<file path="config.mk">
export PLATFORM = sky130hd
export DESIGN_NAME = ucore_fire_ctrl
export DESIGN_NICKNAME = d
export VERILOG_FILES = /design/src/rtl/ucore_pkg.sv /design/src/rtl/ucore_perf_cnt.sv /design/src/rtl/ucore_fire_ctrl.sv
export SDC_FILE = /design/constraint.sdc
export NUM_CORES = 1
export LEC_CHECK = 0
export ABC_CLOCK_PERIOD_IN_PS = 3800
export CAP_MARGIN = 20
export CORE_AREA = 2 2 88 90
export CTS_CLUSTER_SIZE = 10
export DETAILED_ROUTE_END_ITERATION = 7
export DIE_AREA = 0 0 90 92
export GPL_TIMING_DRIVEN = 0
export MAX_ROUTING_LAYER = met4
export PLACE_DENSITY = 0.86
export SLEW_MARGIN = 20
export SYNTH_ARGS = -nofsm -noshare
export SYNTH_HDL_FRONTEND = slang
export SYNTH_SLANG_ARGS = --single-unit
export TNS_END_PERCENT = 30
</file>
<file path="constraint.sdc">
create_clock -name clk -period 3.8 [get_ports clk]
set_input_delay 0.95 -clock clk [delete_from_list [all_inputs] [get_ports clk]]
set_output_delay 0.95 -clock clk [all_outputs]
set_load 0.005 [all_outputs]
</file>
<file path="src/rtl/ucore_pkg.sv">
// Shared types and constants for the ucore firing controller.
package ucore_pkg;

    typedef enum logic [1:0] {
        IDLE = 2'd0,
        EXEC = 2'd1,
        OUT  = 2'd2
    } ucore_fire_state_e;

    localparam int UCORE_PERF_W = 32;

endpackage

</file>
<file path="src/rtl/ucore_perf_cnt.sv">
// Event counter for the firing controller; wraps by default, optionally saturates.
module ucore_perf_cnt
    import ucore_pkg::*;
#(
    parameter int W        = UCORE_PERF_W,
    parameter bit SATURATE = 1'b0
) (
    input  logic         clk,
    input  logic         rst_n,
    input  logic         inc,
    output logic [W-1:0] cnt
);

    always_ff @(posedge clk or negedge rst_n) begin
        if (!rst_n) begin
            cnt <= '0;
        end else if (inc) begin
            if (SATURATE && (&cnt)) begin
                cnt <= cnt;
            end else begin
                cnt <= cnt + W'(1);
            end
        end
    end

endmodule

</file>
<file path="src/rtl/ucore_fire_ctrl.sv">
// Operand-gathering firing controller between input FIFOs, the FU and the NoC.
// Optional performance counters are built when UCORE_FIRE_PERF_EN is defined.
module ucore_fire_ctrl
    import ucore_pkg::*;
#(
    parameter int DATA_WIDTH = 32,
    parameter int N          = 2
) (
    input  logic                    clk,
    input  logic                    rst_n,
    input  logic                    cfg_we,
    input  logic [N-1:0]            cfg_use_mask,
    input  logic [N-1:0]            cfg_const_mask,
    input  logic [N-1:0]            in_valid,
    input  logic [N*DATA_WIDTH-1:0] in_data,
    output logic [N-1:0]            in_yumi,
    output logic                    fu_start,
    output logic [N*DATA_WIDTH-1:0] fu_opnd,
    input  logic                    fu_done,
    input  logic [DATA_WIDTH-1:0]   fu_result,
    output logic                    out_valid,
    output logic [DATA_WIDTH-1:0]   out_data,
    input  logic                    out_ready,
    output logic                    busy,
    output ucore_fire_state_e       dbg_state
`ifdef UCORE_FIRE_PERF_EN
    ,
    output logic [UCORE_PERF_W-1:0] perf_fire_cnt,
    output logic [UCORE_PERF_W-1:0] perf_stall_cnt
`endif
);

    // Handshakes: inputs are valid-then-yumi (yumi only on a lane already
    // valid, same cycle); the output is valid/ready, transfer when both are 1,
    // and out_valid/out_data hold until that transfer.

    ucore_fire_state_e       state_q;
    logic [N-1:0]            use_mask;
    logic [N-1:0]            const_mask;
    logic [DATA_WIDTH-1:0]   res_q;
    logic                    out_valid_q;
    logic                    busy_q;
    logic                    fire_ok;
    logic                    fire;

    assign fire_ok = (use_mask != '0) && ((in_valid & use_mask) == use_mask);

    always_comb begin
        fire = 1'b0;
        case (state_q)
            IDLE:    fire = !cfg_we && fire_ok;
            OUT:     fire = out_ready && fire_ok;
            default: fire = 1'b0;
        endcase
    end

    always_comb begin
        fu_opnd = '0;
        for (int i = 0; i < N; i++) begin
            if (fire && use_mask[i]) begin
                fu_opnd[i*DATA_WIDTH +: DATA_WIDTH] = in_data[i*DATA_WIDTH +: DATA_WIDTH];
            end
        end
    end

    assign fu_start  = fire;
    assign in_yumi   = fire ? (use_mask & ~const_mask) : '0;
    assign out_valid = out_valid_q;
    assign out_data  = out_valid_q ? res_q : '0;
    assign busy      = busy_q;
    assign dbg_state = state_q;

    always_ff @(posedge clk or negedge rst_n) begin
        if (!rst_n) begin
            state_q     <= IDLE;
            use_mask    <= '0;
            const_mask  <= '0;
            res_q       <= '0;
            out_valid_q <= 1'b0;
            busy_q      <= 1'b0;
        end else begin
            case (state_q)
                IDLE: begin
                    // A config write wins over a fire in the same cycle.
                    if (cfg_we) begin
                        use_mask   <= cfg_use_mask;
                        const_mask <= cfg_const_mask;
                    end else if (fire_ok) begin
                        state_q <= EXEC;
                        busy_q  <= 1'b1;
                    end
                end
                EXEC: begin
                    if (fu_done) begin
                        res_q       <= fu_result;
                        state_q     <= OUT;
                        out_valid_q <= 1'b1;
                    end
                end
                OUT: begin
                    if (out_ready) begin
                        out_valid_q <= 1'b0;
                        if (fire_ok) begin
                            state_q <= EXEC;
                        end else begin
                            state_q <= IDLE;
                            busy_q  <= 1'b0;
                        end
                    end
                end
                default: begin
                    state_q     <= IDLE;
                    out_valid_q <= 1'b0;
                    busy_q      <= 1'b0;
                end
            endcase
        end
    end

`ifdef UCORE_FIRE_PERF_EN
    ucore_perf_cnt #(.W(UCORE_PERF_W), .SATURATE(1'b0)) u_fire_cnt (
        .clk   (clk),
        .rst_n (rst_n),
        .inc   (fire),
        .cnt   (perf_fire_cnt)
    );

    ucore_perf_cnt #(.W(UCORE_PERF_W), .SATURATE(1'b0)) u_stall_cnt (
        .clk   (clk),
        .rst_n (rst_n),
        .inc   ((state_q == OUT) && out_valid_q && !out_ready),
        .cnt   (perf_stall_cnt)
    );
`endif

endmodule

</file>
* After elaboration in Yosys (flattened, before gate mapping)
Cells that the tools add are included.
W data, S select, Z words.
** Cells by class
- Reduce and logical (&&, ||, !) cells :: 13
- Add/subtract/negate cells :: 0
- Equal/unequal tests :: 8
- $lt $le $gt $ge :: 0
- Div/mod/pow operators :: 0
- Shift operators :: 0
- Bitwise gates (word level) :: 5
- Mux-type cells :: 19
- Multiply operators :: 0
** Operators by type and width (count)
- $mux W32 :: 3
- $mux W2 :: 5
- $ne A2 B2 Y1 const B :: 5
- $mux W1 :: 7
- $pmux W1 S3 :: 2
- $pmux W2 S3 :: 1
- $logic_and A1 B1 Y1 :: 5
- $reduce_and A5 Y1 :: 1
- $and A2 B2 Y2 :: 2
- $reduce_and A2 Y1 :: 2
- $reduce_and A4 Y1 :: 1
- $reduce_and A3 Y1 :: 1
- $eq A2 B1 Y1 const B :: 1
- $eq A2 B2 Y1 :: 1
- $eq A2 B2 Y1 const B :: 1
- $logic_not A2 Y1 :: 1
- $not A1 Y1 :: 2
- $not A2 Y2 :: 1
- $pmux W1 S2 :: 1
- $reduce_bool A2 Y1 :: 1
- $logic_not A1 Y1 :: 1
** Storage, ports and cells
- Output and inout bits :: 103
- Memories :: 0
- RAM bits :: 0
- ROM bits :: 0
- Latch bits :: 0
- Register bits :: 40
- Input port bits :: 107

* Depth between registers and ports, before layout
Gate-level depths: netlist (run 1).
- Depth in word-level cells :: 7
- Mapped depth :: 7
- Depth with buffers taken out :: 3

* Worst setup path before layout (run 1)
No wires, ideal clock.
- Path type :: input to output
- From :: input port in_valid[1]
- To :: output port fu_opnd[0]
- Setup slack :: 0.917 ns
- Buffers on the path :: 3
- Arrival :: 1.933 ns
- Required time :: 2.850 ns
- Cell stages on the path :: 6
- Cell sequence :: mux2i_1 or3_1 clkbuf_1 buf_6 buf_6 nor3_2
** Between the ends
- Word-level cells in the longest chain between the ends :: 7
- Elaborated cells between the ends (all ways) :: 8
- Those cells by class :: 1 x eq/ne; 2 x mux; 1 x bitwise; 4 x reduce/logical
** Ends and longest elaborated chain
- from (decl) :: RTL line ucore_fire_ctrl.sv:14 : input logic [N-1:0] in_valid,
- $and A2 B2 Y2 * :: RTL line ucore_fire_ctrl.sv:46 : assign fire_ok = (use_mask != '0) && ((in_valid & use_mask) == use_mask);
- $eq A2 B2 Y1 * :: RTL line ucore_fire_ctrl.sv:46
- $logic_and A1 B1 Y1 * :: RTL line ucore_fire_ctrl.sv:46
- $logic_and A1 B1 Y1 (on tied branches) :: RTL line ucore_fire_ctrl.sv:52, ucore_fire_ctrl.sv:51
- $pmux W1 S2 * :: RTL line ucore_fire_ctrl.sv:50 : case (state_q)
- $logic_and A1 B1 Y1 * :: RTL line ucore_fire_ctrl.sv:60 : if (fire && use_mask[i]) begin
- $mux W32 * :: RTL line ucore_fire_ctrl.sv:60
- to (decl) :: RTL line ucore_fire_ctrl.sv:18 : output logic [N*DATA_WIDTH-1:0] fu_opnd,
Mark *: on every way between the ends. The rest lies on a longest branch, timed or not.

* Final worst setup path (run 1)
- From :: input port in_valid[1]
- To :: output port fu_opnd[52]
The elaborated chain is that of the path after synthesis.

==> flow_metrics.py, run 1 <==
metrics = {
    "worst_setup_path": {
        "worstSetupPathDepth": 6,
        "worst-endpoint-arrival_ns": 2.87,
        "timing.critical_path.max_delay_family": "buffers and inverters",
        "crit_buf_inv": 3,
        "worst_r2r_endpoint": "res_q[7]$_DFFE_PN0P_",
        "setup.reg_to_reg.worst_slack_ns": 2.16,
        "worst-setup-path-type": "in2out",
        "cpMaxStageDelayCell": "sky130_fd_sc_hd__clkdlybuf4s50_1",
        "crit_path_end_kind": "output pin",
        "worstRegToRegCells": 4,
        "critical-path-max-stage-delay_ns": 0.56,
        "critPathMaxFanout": 10,
        "most_frequent_cp_cell": "sky130_fd_sc_hd__clkdlybuf4s50_1",
        "worstPathCellList": "clkdlybuf4s50_1, mux2i_1, or3_4, buf_4, nor3_2, clkdlybuf4s50_1",
        "timing.rr.start": "dbg_state[0]$_DFFE_PN0P_",
        "setup.worst_path.start_class": "input pin",
        "crit_required_ns": 2.85,
    },
    "die": {
        "start_util_pct": 34.43,
        "dieHeight_um": 92,
        "fp.dieArea_sq_um": 8280,
        "boundaryPins": 210,
        "core_sq_um": 7447,
        "num_rows": 32,
        "fp.dieW_um": 90,
    },
    "clock_tree": {
        "tritoncts.num_buffers": 5,
        "tritoncts_num_sinks": 40,
        "cts_root_buffer": "sky130_fd_sc_hd__clkbuf_8",
        "clock_insertion_delay_worst_skew_ns": 0.30,
        "tritoncts_clock_tree": "built",
        "clock_tree.htree_level_count": 2,
        "hold_buffers": 0,
        "clock_tree.buffer_depth": 2,
        "clkSlewWorstSetupHoldPaths_ns": 0.08,
    },
    "route": {
        "antenna_violating_nets_post_route": 0,
        "detailroute.via_count": 2878,
        "remaining_drc_errors": 0,
        "first_pass_iters": 4,
        "detailedRoute.firstIterationViolations": 74,
        "detail_route.wirelength_mm": 9.458,
        "routed_via_density": 4.718,
        "avgRoutedWirePerCell_um": 15.50,
    },
    "synth": {
        "syn_area_per_cell_sq_um": 8.810,
        "yosys_register_bits": 40,
        "seq_area_frac_synth_pct": 39.04,
        "ys_types": 23,
        "synth_warnings": 0,
        "synthesis.nets": 398,
        "netlist_area_sq_um": 2564,
        "post_syn_instances": 291,
    },
    "worst_hold_path": {
        "worstHoldPathCells": 1,
        "worstHoldEndpoint": "res_q[20]$_DFFE_PN0P_",
        "holdCritStartpoint": "res_q[20]$_DFFE_PN0P_",
        "worstHoldPathType": "reg2reg",
    },
    "sta": {
        "min_period_over_period_pct": 100.4,
        "clock_skew_ns": 0.006830,
        "hold_ws_ns": 0.4994,
        "totalNegativeSetupSlack_ns": -0.02510,
        "timing.final.ws_setup_ns": -0.01627,
        "finalMaxSlewViolations": 0,
        "grt_setup_unrepaired": "true",
        "tightest_slew_ns": 0.5993,
        "number_of_hold_slack_violations_in_the_final_timing_report": 0,
        "period_minus_slack_ns": 3.816,
        "fmax_mhz": 262.0,
        "timing.final.setup_violations": 2,
        "max-slew-margin-rel_pct": 60.04,
    },
    "place": {
        "dpl_ws_ns": -0.1862,
        "finalWeightedCongestion": 0.7679,
        "hpwlAfterDp_mm": 7.394,
        "buffer_ports.inserted": 209,
        "numPlacedInstances": 603,
        "placedInstanceArea_sq_um": 4798,
    },
    "power": {
        "power_per_cell_area_nw_per_um2": 603.6,
        "power.leakage_nw": 2.311,
        "p_total_mw": 3.005,
        "power.ir.vdd_worst_mv": 0.3712,
    },
    "layout": {
        "final_design_area_no_fill_sq_um": 4979,
        "layout_commonest_cell": "sky130_fd_sc_hd__clkdlybuf4s50_1",
        "finish.cell_count_without_fillers": 610,
        "antenna_cells_inserted": 0,
        "layout-drive-gt1-share_pct": 17.91,
        "synthToLayoutAreaGrowth_pct": 94.19,
        "core_occupancy_in_the_finished_layout_pct": 66.85,
        "most-common-layout-cells": "170 x sky130_fd_sc_hd__clkdlybuf4s50_1, 67 x sky130_fd_sc_hd__nand2_1, 40 x sky130_fd_sc_hd__dfrtp_1, 38 x sky130_fd_sc_hd__nor3_1, 36 x sky130_fd_sc_hd__mux2_2",
        "layout.nets": 614,
    },
    "outcome": {
        "failed_checks": "setup timing",
        "result_of_the_run": "finished with violations",
    },
    "global_route": {
        "grt.total_usage_pct": 21.87,
        "global_route_congestion_overflow_total": 0,
        "grt_first_pass_wirelength_mm": 14.15,
        "initial_antenna_violation_count": 0,
        "grt_max_degree": 31,
        "grt_pass1_vias": 2802,
    },
    "flow_run": {
        "maxCapViolations": 0,
    },
}
sequential cells by signal, summed over array words and instances (netlist names):
| register | flops |
|---|---|
| use_mask | 2 |
| const_mask | 2 |
| busy | 1 |
| dbg_state | 2 |
| out_valid | 1 |
| res_q | 32 |
how the worst max path moves through the flow:
stage / startpoint / endpoint / slack (ns)
final: in_valid[1] / fu_opnd[52] / -0.02
after global routing: in_valid[1] / fu_opnd[59] / -0.1
after CTS: in_valid[1] / fu_opnd[46] / 0.01
after detailed placement: in_valid[1] / fu_opnd[1] / -0.19
after global placement: in_valid[1] / fu_opnd[51] / -0.15
after floorplan: in_valid[1] / fu_opnd[0] / 0.92
timing repair:
item,CTS,global route
gates resized for setup,24,27
pin swaps,1,0
setup endpoints to repair,67,35
setup buffers,0,0
layer usage:
| layer | global-route usage (%) | up-vias | wire length [um] | part of all wire [%] |
|---|---|---|---|---|
| li1 | - | 1396 | - | - |
| met1 | 25.12 | 1341 | 3773 | 40 |
| met2 | 37.59 | 125 | 4860 | 51 |
| met3 | 6.081 | 16 | 636 | 6.7 |
| met4 | 6.282 | 0 | 187 | 2.0 |
| met5 | - | - | 0 | 0 |
area by class of cell:
| type | instances | area, sq um |
|---|---|---|
| fill | 617 | 2469 |
| timing repair buffer | 210 | 2127 |
| multi-input combinational | 219 | 1450 |
| sequential | 40 | 1001 |
| buffer | 29 | 153.9 |
| tap | 102 | 127.6 |
| clock buffer | 5 | 68.82 |
| clock inverter | 3 | 42.54 |
| inverter | 2 | 7.507 |
synth_stat cells:
master / number / area share [%]
sky130_fd_sc_hd__a2111oi_0: 1 / 0.34
sky130_fd_sc_hd__a21oi_1: 1 / 0.20
sky130_fd_sc_hd__and2_1: 32 / 7.8
sky130_fd_sc_hd__buf_1: 1 / 0.15
sky130_fd_sc_hd__buf_2: 10 / 2.0
sky130_fd_sc_hd__buf_4: 1 / 0.29
sky130_fd_sc_hd__buf_6: 3 / 1.3
sky130_fd_sc_hd__clkbuf_1: 15 / 2.2
sky130_fd_sc_hd__dfrtp_1: 40 / 39
sky130_fd_sc_hd__inv_1: 2 / 0.29
sky130_fd_sc_hd__mux2_2: 36 / 16
sky130_fd_sc_hd__mux2i_1: 1 / 0.39
sky130_fd_sc_hd__nand2_1: 67 / 9.8
sky130_fd_sc_hd__nand2b_1: 3 / 0.73
sky130_fd_sc_hd__nand3_1: 1 / 0.20
sky130_fd_sc_hd__nor2_1: 4 / 0.59
sky130_fd_sc_hd__nor2b_1: 1 / 0.24
sky130_fd_sc_hd__nor3_1: 45 / 8.8
sky130_fd_sc_hd__nor3_2: 19 / 7.4
sky130_fd_sc_hd__nor4b_2: 2 / 1.2
sky130_fd_sc_hd__o21ai_0: 4 / 0.78
sky130_fd_sc_hd__or2_2: 1 / 0.24
sky130_fd_sc_hd__or3_1: 1 / 0.24
power breakdown:
part           total (mW)  switching [mW]  internal [mW]
clock network       0.348           0.153          0.194
registers           0.750           0.113          0.638
logic                1.91           0.842           1.06
total                3.01            1.11           1.90
cells by family (layout without fill, tap and decap cells):
logic type	after synthesis	after routing	synth area share, %
AND/OR/NAND/NOR	176	176	37.24
flip-flops	40	40	39.04
AO/OA/AOI/OAI	6	6	1.318
buffers and inverters	32	249	6.198
multiplexers	37	37	16.20
Note: power is estimated with default switching activity, not from simulation.
==> inputs of run 2 (changes only) <==
Settings changed: CORE_AREA 2 2 88 90 to 4 4 90 92, DIE_AREA 0 0 90 92 to 0 0 94 96.
==> run 2 against run 1 <==
  * Design area is 0.68% lower
  * Highest routed layer unchanged
  * Register-to-register slack improved by 0.03 ns
  * Critical path type unchanged
  * Combinational power hardly changed
  * The run now ends clean
  * Global-route usage is 1.3 points lower
  * Routed wire length up 3.6%
  * Clock skew up 0.0047 ns
  * Flip-flop and latch count stayed put
  * Critical endpoint is now fu_opnd[43]
==> flow_metrics.py, run 2 (synthesis gave the netlist of run 1 again) <==
metrics = {
    "sta": {
        "number_of_hold_slack_violations_in_the_final_timing_report": 0,
        "finalMaxSlewViolations": 0,
        "tightest_slew_ns": 0.5146,
        "max-slew-margin-rel_pct": 65.69,
        "fmax_mhz": 265.0,
        "grt_setup_unrepaired": "true",
        "period_minus_slack_ns": 3.773,
        "min_period_over_period_pct": 99.30,
        "clock_skew_ns": 0.01156,
        "hold_ws_ns": 0.5007,
        "timing.final.setup_violations": 0,
    },
    "layout": {
        "final_design_area_no_fill_sq_um": 4945,
        "most-common-layout-cells": "177 x sky130_fd_sc_hd__clkdlybuf4s50_1, 67 x sky130_fd_sc_hd__nand2_1, 40 x sky130_fd_sc_hd__dfrtp_1, 36 x sky130_fd_sc_hd__mux2_2, 33 x sky130_fd_sc_hd__nor3_1",
        "layout.nets": 614,
        "synthToLayoutAreaGrowth_pct": 92.87,
        "layout_commonest_cell": "sky130_fd_sc_hd__clkdlybuf4s50_1",
        "largest_register_ffs": 32,
        "top_register": "res_q",
        "layout-drive-gt1-share_pct": 18.90,
    },
    "worst_setup_path": {
        "worst-setup-path-type": "in2out",
        "critical-path-max-stage-delay_ns": 0.53,
        "most_frequent_cp_cell": "sky130_fd_sc_hd__clkdlybuf4s50_1",
        "worst-endpoint-arrival_ns": 2.82,
        "worstPathCellList": "clkdlybuf4s50_1, nor2b_1, or3_4, buf_2, nor3_1, clkdlybuf4s50_1",
        "crit_path_end_kind": "output pin",
        "cpMaxStageDelayCell": "sky130_fd_sc_hd__clkdlybuf4s50_1",
        "critPathMaxFanout": 10,
        "crit_required_ns": 2.85,
        "crit_buf_inv": 3,
        "setup.worst_path.start_class": "input pin",
        "timing.critical_path.max_delay_family": "buffers and inverters",
    },
    "global_route": {
        "grt.total_usage_pct": 20.59,
        "grt_max_degree": 31,
        "grt_pass1_vias": 2920,
        "initial_antenna_violation_count": 0,
        "grt_first_pass_wirelength_mm": 14.28,
        "global_route_congestion_overflow_total": 0,
    },
    "route": {
        "avgRoutedWirePerCell_um": 16.12,
        "routed_via_density": 4.612,
        "antenna_violating_nets_post_route": 0,
        "remaining_drc_errors": 0,
        "detailedRoute.firstIterationViolations": 62,
        "first_pass_iters": 4,
        "detailroute.via_count": 2804,
        "detail_route.wirelength_mm": 9.803,
    },
    "clock_tree": {
        "clock_tree.htree_level_count": 2,
        "cts_root_buffer": "sky130_fd_sc_hd__clkbuf_8",
        "hold_buffers": 0,
        "cts_setup_buffers": 0,
        "tritoncts.num_buffers": 5,
        "clock_tree.buffer_depth": 2,
        "clkSlewWorstSetupHoldPaths_ns": 0.08,
        "tritoncts_clock_tree": "built",
        "tritoncts_num_sinks": 40,
        "clock_insertion_delay_worst_skew_ns": 0.29,
    },
    "power": {
        "power.leakage_nw": 2.150,
        "power_per_cell_area_nw_per_um2": 595.1,
        "power.ir.vdd_worst_mv": 0.4348,
    },
    "die": {
        "fp.dieW_um": 94,
        "num_rows": 31,
        "fp.dieArea_sq_um": 9024,
        "start_util_pct": 35.54,
        "core_sq_um": 7214,
        "boundaryPins": 210,
        "dieHeight_um": 96,
    },
    "worst_hold_path": {
        "worstHoldPathType": "reg2reg",
    },
    "outcome": {
        "result_of_the_run": "finished clean",
    },
    "place": {
        "placedInstanceArea_sq_um": 4795,
        "finalWeightedCongestion": 0.7354,
        "hpwlAfterDp_mm": 8.012,
        "buffer_ports.inserted": 209,
    },
    "flow_run": {
        "maxCapViolations": 0,
    },
}
[run 2: changes by cell type in the layout (fill, tap and decap cells not counted), moves of 2 or more]
cell                              previous run  this run
sky130_fd_sc_hd__nor3_1                     38        33
sky130_fd_sc_hd__dlygate4sd2_1              20        22
sky130_fd_sc_hd__nor3_2                     25        31
sky130_fd_sc_hd__clkdlybuf4s50_1           170       177
sky130_fd_sc_hd__dlymetal6s2s_1             18         9
[run 2: repair_timing]
item / CTS / global route
endpoints found under the setup margin: 67 / 42
endpoints found under the hold margin: 0 / 0
resized for setup: 25 / 21
pin swaps: 1 / 0
[run 2: layout make-up]
cell class,instances,area [sq um]
Clock inverter,3,18.77
Tap cell,99,123.9
Clock buffer,5,68.82
Timing Repair Buffer,210,2102
Sequential cell,40,1001
Antenna cell,1,2.502
Buffer,29,151.4
Multi-Input combinational cell,219,1469
Fill cell,555,2270
Inverter,2,7.507
[run 2: routing by layer]
metal / global-route usage (%) / part of all wire (%) / up-vias
met5: - / 0 / -
met4: 6.137 / 1.7 / 0
met3: 4.848 / 7.9 / 12
met2: 37.97 / 53 / 123
met1: 21.95 / 38 / 1272
li1: - / - / 1397
[run 2: power by group]
group / switching [mW] / leakage (nW) / internal [mW]
combinational: 0.854 / 1.63 / 1.06
sequential: 0.107 / 0.473 / 0.638
clock: 0.151 / 0.0479 / 0.128
[run 2: final timing paths]
check                                         startpoint  slack [ns]  cells past startpoint                       end
worst max register to register  dbg_state[0]$_DFFE_PN0P_        2.19                      4      res_q[5]$_DFFE_PN0P_
max in group asynchronous                          rst_n        2.83                      2  dbg_state[1]$_DFFE_PN0P_
worst min-delay path               res_q[23]$_DFFE_PN0P_        0.50                      1     res_q[23]$_DFFE_PN0P_
min in group asynchronous                          rst_n        0.53                      1     res_q[15]$_DFFE_PN0P_
worst max-delay path                         in_valid[0]        0.03                      6               fu_opnd[43]
worst min register to register     res_q[23]$_DFFE_PN0P_        0.50                      1     res_q[23]$_DFFE_PN0P_
[run 2: through the flow]
step	util (%)	setup WS [ns]	total power, mW	TNS, ns	std cells
after floorplan	-	0.9166	1.696	0	291
after global placement	66.25	-0.2232	2.603	-6.867	599
after detailed placement	66.46	-0.2122	2.670	-8.400	600
after CTS	67.40	0.001136	2.951	0	607
after global routing	68.51	-0.07172	3.165	-1.298	607
final	68.54	0.02657	2.943	0	608
